### src/rtl/pipe_stage_reg.sv
// Elastic pipeline-stage register: valid/ready on both sides, optional 2-entry
// skid buffer, synchronous flush to a bubble payload, saturating stall counter.
module pipe_stage_reg #(
  parameter int unsigned        WIDTH      = 32,
  parameter logic [WIDTH-1:0]   BUBBLE_VAL = '0,
  parameter bit                 SKID       = 1'b1,
  parameter int unsigned        CNT_W      = 16
) (
  input  logic             clk_i,
  input  logic             rst_i,
  input  logic             flush_i,
  input  logic             in_valid_i,
  output logic             in_ready_o,
  input  logic [WIDTH-1:0] data_i,
  output logic             out_valid_o,
  input  logic             out_ready_i,
  output logic [WIDTH-1:0] data_o,
  output logic             bubble_o,
  output logic [1:0]       occupancy_o,
  output logic [CNT_W-1:0] stall_cnt_o
);

  typedef enum logic [1:0] {
    S_EMPTY = 2'd0,
    S_ONE   = 2'd1,
    S_TWO   = 2'd2
  } state_t;

  localparam logic [CNT_W-1:0] CNT_MAX = '1;

  state_t           state, state_nxt;
  logic [WIDTH-1:0] main_q, main_nxt;
  logic [WIDTH-1:0] skid_q, skid_nxt;
  logic [CNT_W-1:0] stall_cnt;
  logic             ready_raw;
  logic             accept;
  logic             emit;

  assign out_valid_o = (state != S_EMPTY);
  assign bubble_o    = ~out_valid_o;
  assign occupancy_o = state;
  assign data_o      = main_q;
  assign stall_cnt_o = stall_cnt;

  // With the skid buffer, ready depends only on registered state, breaking
  // the combinational back-pressure path from out_ready_i.
  if (SKID) begin : g_skid
    assign ready_raw = (state != S_TWO);
  end else begin : g_noskid
    assign ready_raw = ~out_valid_o | out_ready_i;
  end

  assign in_ready_o = ready_raw & ~rst_i;
  assign accept     = in_valid_i & in_ready_o;
  assign emit       = out_valid_o & out_ready_i;

  always_comb begin
    state_nxt = state;
    main_nxt  = main_q;
    skid_nxt  = skid_q;
    if (flush_i) begin
      state_nxt = S_EMPTY;
      main_nxt  = BUBBLE_VAL;
      skid_nxt  = BUBBLE_VAL;
    end else begin
      case (state)
        S_EMPTY: begin
          if (accept) begin
            state_nxt = S_ONE;
            main_nxt  = data_i;
          end
        end
        S_ONE: begin
          if (accept && emit) begin
            main_nxt = data_i;
          end else if (accept && SKID) begin
            state_nxt = S_TWO;
            skid_nxt  = data_i;
          end else if (emit) begin
            state_nxt = S_EMPTY;
            main_nxt  = BUBBLE_VAL;
          end
        end
        S_TWO: begin
          if (emit) begin
            state_nxt = S_ONE;
            main_nxt  = skid_q;
            skid_nxt  = BUBBLE_VAL;
          end
        end
        default: begin
          state_nxt = S_EMPTY;
          main_nxt  = BUBBLE_VAL;
          skid_nxt  = BUBBLE_VAL;
        end
      endcase
    end
  end

  always_ff @(posedge clk_i or posedge rst_i) begin
    if (rst_i) begin
      state  <= S_EMPTY;
      main_q <= BUBBLE_VAL;
      skid_q <= BUBBLE_VAL;
    end else begin
      state  <= state_nxt;
      main_q <= main_nxt;
      skid_q <= skid_nxt;
    end
  end

  always_ff @(posedge clk_i or posedge rst_i) begin
    if (rst_i) begin
      stall_cnt <= '0;
    end else if (out_valid_o && !out_ready_i && (stall_cnt != CNT_MAX)) begin
      stall_cnt <= stall_cnt + CNT_W'(1);
    end
  end

endmodule
### config.mk
export PLATFORM = sky130hd
export DESIGN_NAME = pipe_stage_reg
export DESIGN_NICKNAME = d
export VERILOG_FILES = /design/src/rtl/pipe_stage_reg.sv
export SDC_FILE = /design/constraint.sdc
export NUM_CORES = 1
export LEC_CHECK = 0
export ABC_AREA = 1
export BUFFER_PORTS_ARGS = -buffer_cell sky130_fd_sc_hd__buf_2
export CAP_MARGIN = 20
export CORE_MARGIN = 2
export CORE_UTILIZATION = 40
export CTS_BUF_LIST = sky130_fd_sc_hd__clkbuf_8
export DETAILED_ROUTE_END_ITERATION = 10
export GPL_ROUTABILITY_DRIVEN = 0
export GPL_TIMING_DRIVEN = 0
export PLACE_DENSITY_LB_ADDON = 0.1
export SYNTH_ARGS = -nofsm -noshare
export SYNTH_HDL_FRONTEND = slang
export SYNTH_SLANG_ARGS = --single-unit
### constraint.sdc
create_clock -name clk_i -period 3.6 [get_ports clk_i]
set_input_delay 0.72 -clock clk_i [delete_from_list [all_inputs] [get_ports clk_i]]
set_output_delay 0.72 -clock clk_i [all_outputs]
set_load 0.05 [all_outputs]
## Word-level counts from Yosys, hierarchy flattened

Index checks and enable logic that the tools add are counted.

| word-level totals | value |
|---|---|
| bits in registers | 82 |
| input port bits | 37 |
| output and inout bits | 53 |

| operators by class | value |
|---|---|
| $add $sub $neg | 1 |
| equality and inequality tests | 12 |
| muxes and demuxes | 17 |
| bitwise logic cells | 5 |
| reduce and logical (&&, ||, !) cells | 9 |

Operators with widths:

| cell | number |
|---|---|
| 32-bit 2-to-1 mux | 8 |
| 32-bit one-hot mux with 3 select lines | 2 |
| 16-bit by 1-bit adder with 16-bit output, second input constant | 1 |
| 16-bit inequality test, second input constant | 1 |
| 2-bit 2-to-1 mux | 6 |
| 3-bit inequality test, second input constant | 4 |
| 4-bit inequality test, second input constant | 3 |
| 4-bit AND reduction | 3 |
| 2-bit one-hot mux with 3 select lines | 1 |
| 2-bit inequality test, second input constant | 2 |
| 1-bit AND | 3 |
| 1-bit logical AND | 3 |
| 2-bit by 1-bit equality test with 1-bit output, second input constant | 1 |
| 2-bit equality test, second input constant | 1 |
| 2-bit zero test | 1 |
| 1-bit inverter | 2 |
| 2-bit nonzero test | 1 |
| 1-bit zero test | 1 |

## Logic depth before layout (Yosys ltp)

| depth | value |
|---|---|
| word-level depth | 7 |
| depth in mapped cells | 10 |
| gate-level depth less buffers | 9 |

## Least setup slack after synthesis

No wires, ideal clock.

| timing path | value |
|---|---|
| kind | input-to-reg |
| start | input rst_i |
| end | register main_q[11], in the netlist data_o[11] |
| data arrival time | 3487 ps |
| data required time | 3534 ps |
| setup slack | 48 ps |
| stages | 8 |
| buffers on the path | 1 |
| path through | inv_1 nand3_1 nand2_1 nand3b_2 nor2_2 buf_4 nand2_1 nand2_1 |

| between the ends | value |
|---|---|
| cells in the longest elaborated chain, start to end | 7 |

RTL lines:

| item | line | RTL |
|---|---|---|
| start: declaration | 10 | `input logic rst_i,` |
| 1-bit inverter (*) | 53 | `assign in_ready_o = ready_raw & ~rst_i;` |
| 1-bit AND (*) | 53 |  |
| 1-bit AND (*) | 54 | `assign accept = in_valid_i & in_ready_o;` |
| 1-bit logical AND | 74 | `if (accept && emit) begin` |
| 32-bit 2-to-1 mux | 74 |  |
| 32-bit one-hot mux with 3 select lines | 66 | `case (state)` |
| 32-bit 2-to-1 mux | 61 | `if (flush_i) begin` |
| end signal: assignment | 107 | `main_q <= main_nxt;` |
| end: declaration | 32 | `logic [WIDTH-1:0] main_q, main_nxt;` |

Every way passes the cells marked *; elsewhere a longest branch is shown, timed or not.
A chain may end at the register's enable or synchronous reset.

## Worst setup path after layout

| timing path | value |
|---|---|
| start | register state[1], in the netlist occupancy_o[1] |
| end | output bubble_o |

| between the ends | value |
|---|---|
| cells in the longest elaborated chain, start to end | 2 |

RTL lines:

| item | line | RTL |
|---|---|---|
| start: declaration | 31 | `state_t state, state_nxt;` |
| start signal: assignment | 106 | `state <= state_nxt;` |
| 2-bit nonzero test | 39 | `assign out_valid_o = (state != S_EMPTY);` |
| 1-bit inverter | 40 | `assign bubble_o = ~out_valid_o;` |
| end: declaration | 18 | `output logic bubble_o,` |

Every way passes these cells.

==> flow_summary.json <==
{
  "status": "finished, final reports clean",
  "grt_util_all_layers_pct": 22.0,
  "dpl.hpwl_um": 9410,
  "yosys-top-cells-area": "dfrtp_1 (45%), nand2_1 (27%), nand4_1 (5.4%)",
  "ctsResizeCount": 0,
  "synth_edf_count": 0,
  "finish.utilization_pct": 49.2,
  "min_period_ns": 2.88,
  "crit_type": "reg2out",
  "wirelength_um": 13100,
  "crit_path_end_kind": "output pin",
  "top_layer": "met4",
  "r2r-start": "occupancy_o[1]$_DFFE_PP0P_",
  "async_flop_share_pct": 100,
  "crit_start": "occupancy_o[1]$_DFFE_PP0P_",
  "synth_cell_types": 21,
  "drc": 0,
  "drive_above_1_share_pct": 16.9,
  "postCtsSetupBuffers": 0,
  "numCtsBuffers": 9,
  "cts_tree": "yes",
  "ys_seq_area_share_pct": 45.1,
  "final_net_count": 803,
  "ys_ff_latch": 82,
  "num_vias": 4601,
  "dpl_cell_area_sq_um": 5200,
  "htree_levels": 3,
  "vdd_drop_max_v": 0.000373,
  "clk_pin_slew_ns": 0.09,
  "fp.coreArea_sq_um": 11000,
  "wl_met2_um": 5740,
  "cts_root_buf": "clkbuf_8",
  "drtIter0Drc": 324,
  "final_area_sq_um": 5400,
  "synthMostInstantiatedCell": "nand2_1",
  "synth_nets": 703,
  "p_leak_nw": 3.04,
  "cp_cell_sequence": "inv_1, nand2_2, inv_2, clkbuf_1, buf_2",
  "finalNonFillerCells": 911,
  "dr.pass1.iters": 5,
  "die_width_um": 111,
  "worstPathRequired_ns": 2.88,
  "maxCapViolCount": 0,
  "rsz0062_at_grt": "no",
  "rows": 38,
  "start_util_pct": 41.4,
  "hold_viol_final": 0,
  "grt_max_degree": 48,
  "placedCellCount": 894,
  "route.met3.wl_um": 890,
  "start_kind": "register",
  "syn_inst": 665,
  "cp_top_family": "buffers and inverters",
  "synth-main-ff-cell": "dfrtp_1",
  "clock.fmax_mhz": 348,
  "finalSetupViolations": 0,
  "syn_avg_cell_area_sq_um": 6.84,
  "die_area_sq_um": 12200,
  "io_buffers": 88,
  "crit_path_max_incr_delay_ns": 0.44,
  "arrival_ns": 2.16,
  "wl_met1_um": 6100,
  "grt_pass1_vias": 4364,
  "synth_top_area_share_pct": 45.1,
  "cts_sinks": 82,
  "yosys_warnings": 0,
  "power.total_mw": 3.27,
  "postCtsHoldBufs": 0,
  "insertion_delay_ns": 0.37,
  "worst_hold_slack_ns": 0.401,
  "syn_to_final_growth_pct": 18.7,
  "syn_area_sq_um": 4550,
  "routedWlPerCell_um": 14.3,
  "tightest_slew_ns": 0.653,
  "io_pins": 90,
  "path_buf_inv": 4,
  "antenna_found_initial": 1,
  "yosysTopAreaCell": "dfrtp_1",
  "cp_max_fo": 10,
  "grt_pass1_wl_um": 21800,
  "die_y_um": 111,
  "cts_buffer_depth": 2,
  "fin_crit_sh_pct": 79.9,
  "critPathSlowestCell": "dfrtp_1",
  "hp-class": "in2async",
  "viasPerCell": 5.05,
  "power_density_nw_per_um2": 605,
  "synthTopCellsByCount": "nand2_1 (322), dfrtp_1 (82), nor2_1 (51), nand3_1 (44), nand4_1 (39)",
  "drv_slew": 0,
  "ant_nets": 0,
  "globalRouteOverflowTotal": 0,
  "skew_ns": 0.00721,
  "relSlewSlack_pct": 56.5
}
==> path summary, 6_finish.rpt <==
| kind | end | slack (ns) | depth (start not counted) |
|---|---|---|---|
| max | bubble_o | 0.72 | 5 |
| min | data_o[1]$_DFFE_PP0P_ | 0.40 | 2 |
| max reg2reg | data_o[18]$_DFFE_PP0P_ | 1.57 | 8 |
| min reg2reg | data_o[0]$_DFFE_PP0P_ | 0.48 | 2 |
| max in group asynchronous | stall_cnt_o[3]$_DFFE_PP0P_ | 2.59 | 3 |
| min in group clk_i | data_o[0]$_DFFE_PP0P_ | 0.48 | 2 |
==> flip-flops by register name, summed over array words and instances, names as in the netlist <==
name         count
occupancy_o      2
skid_q          32
stall_cnt_o     16
data_o          32
==> layout make-up <==
| cell class | count | area [sq um] |
|---|---|---|
| fillers | 1141 | 5580 |
| plain buffers | 38 | 173 |
| well taps | 140 | 175 |
| repair buffers | 89 | 468 |
| diodes | 1 | 2.50 |
| clock inverters | 5 | 52.6 |
| clock buffers | 11 | 151 |
| inverters | 41 | 156 |
| flip-flops and latches | 82 | 2050 |
| multi-input cells | 504 | 2170 |
==> report_power, final <==
group | internal [mW] | switching, mW
Sequential | 1.09 | 0.116
Clock | 0.355 | 0.354
Combinational | 0.316 | 1.03
==> cell families (layout without fill, tap and decap cells) <==
family / count (synthesis) / in the layout / synth area share [%]
adder cells (fa/ha/maj): 1 / 1 / 0.275
AND/OR/NAND/NOR: 481 / 481 / 44.0
flip-flops: 82 / 82 / 45.1
other: 0 / 1 / 0
AO/OA/AOI/OAI: 10 / 10 / 1.18
XOR/XNOR: 12 / 12 / 2.31
buffers and inverters: 79 / 184 / 7.18
==> through the flow <==
stage | worst slack (ns) | setup TNS [ns]
floorplan | 0.0475 | 0
detailed placement | 1.04 | 0
global placement | -1.20 | -110.12
global route | 0.618 | 0
CTS | 0.725 | 0
finish | 0.724 | 0
==> layer usage <==
| metal | GRT usage, % | vias up |
|---|---|---|
| met2 | 33.4 | 161 |
| met1 | 31.0 | 2123 |
| met3 | 3.72 | 26 |
| li1 | - | 2291 |
| met5 | 0 | - |
| met4 | 9.58 | 0 |
==> layout by cell type, fill, tap and decap left out, types with 3 or more instances in the layout <==
cell	Yosys	final
buf_2	12	100
buf_4	4	4
clkbuf_1	21	21
clkbuf_8	0	11
clkinv_2	0	3
dfrtp_1	82	82
inv_1	37	36
inv_2	4	4
nand2_1	322	322
nand3_1	44	44
nand4_1	39	39
nor2_1	51	51
nor3_1	21	21
o21ai_0	9	9
xnor2_1	8	8
xor2_1	4	4
No activity file was read; power rests on OpenSTA's default activity.
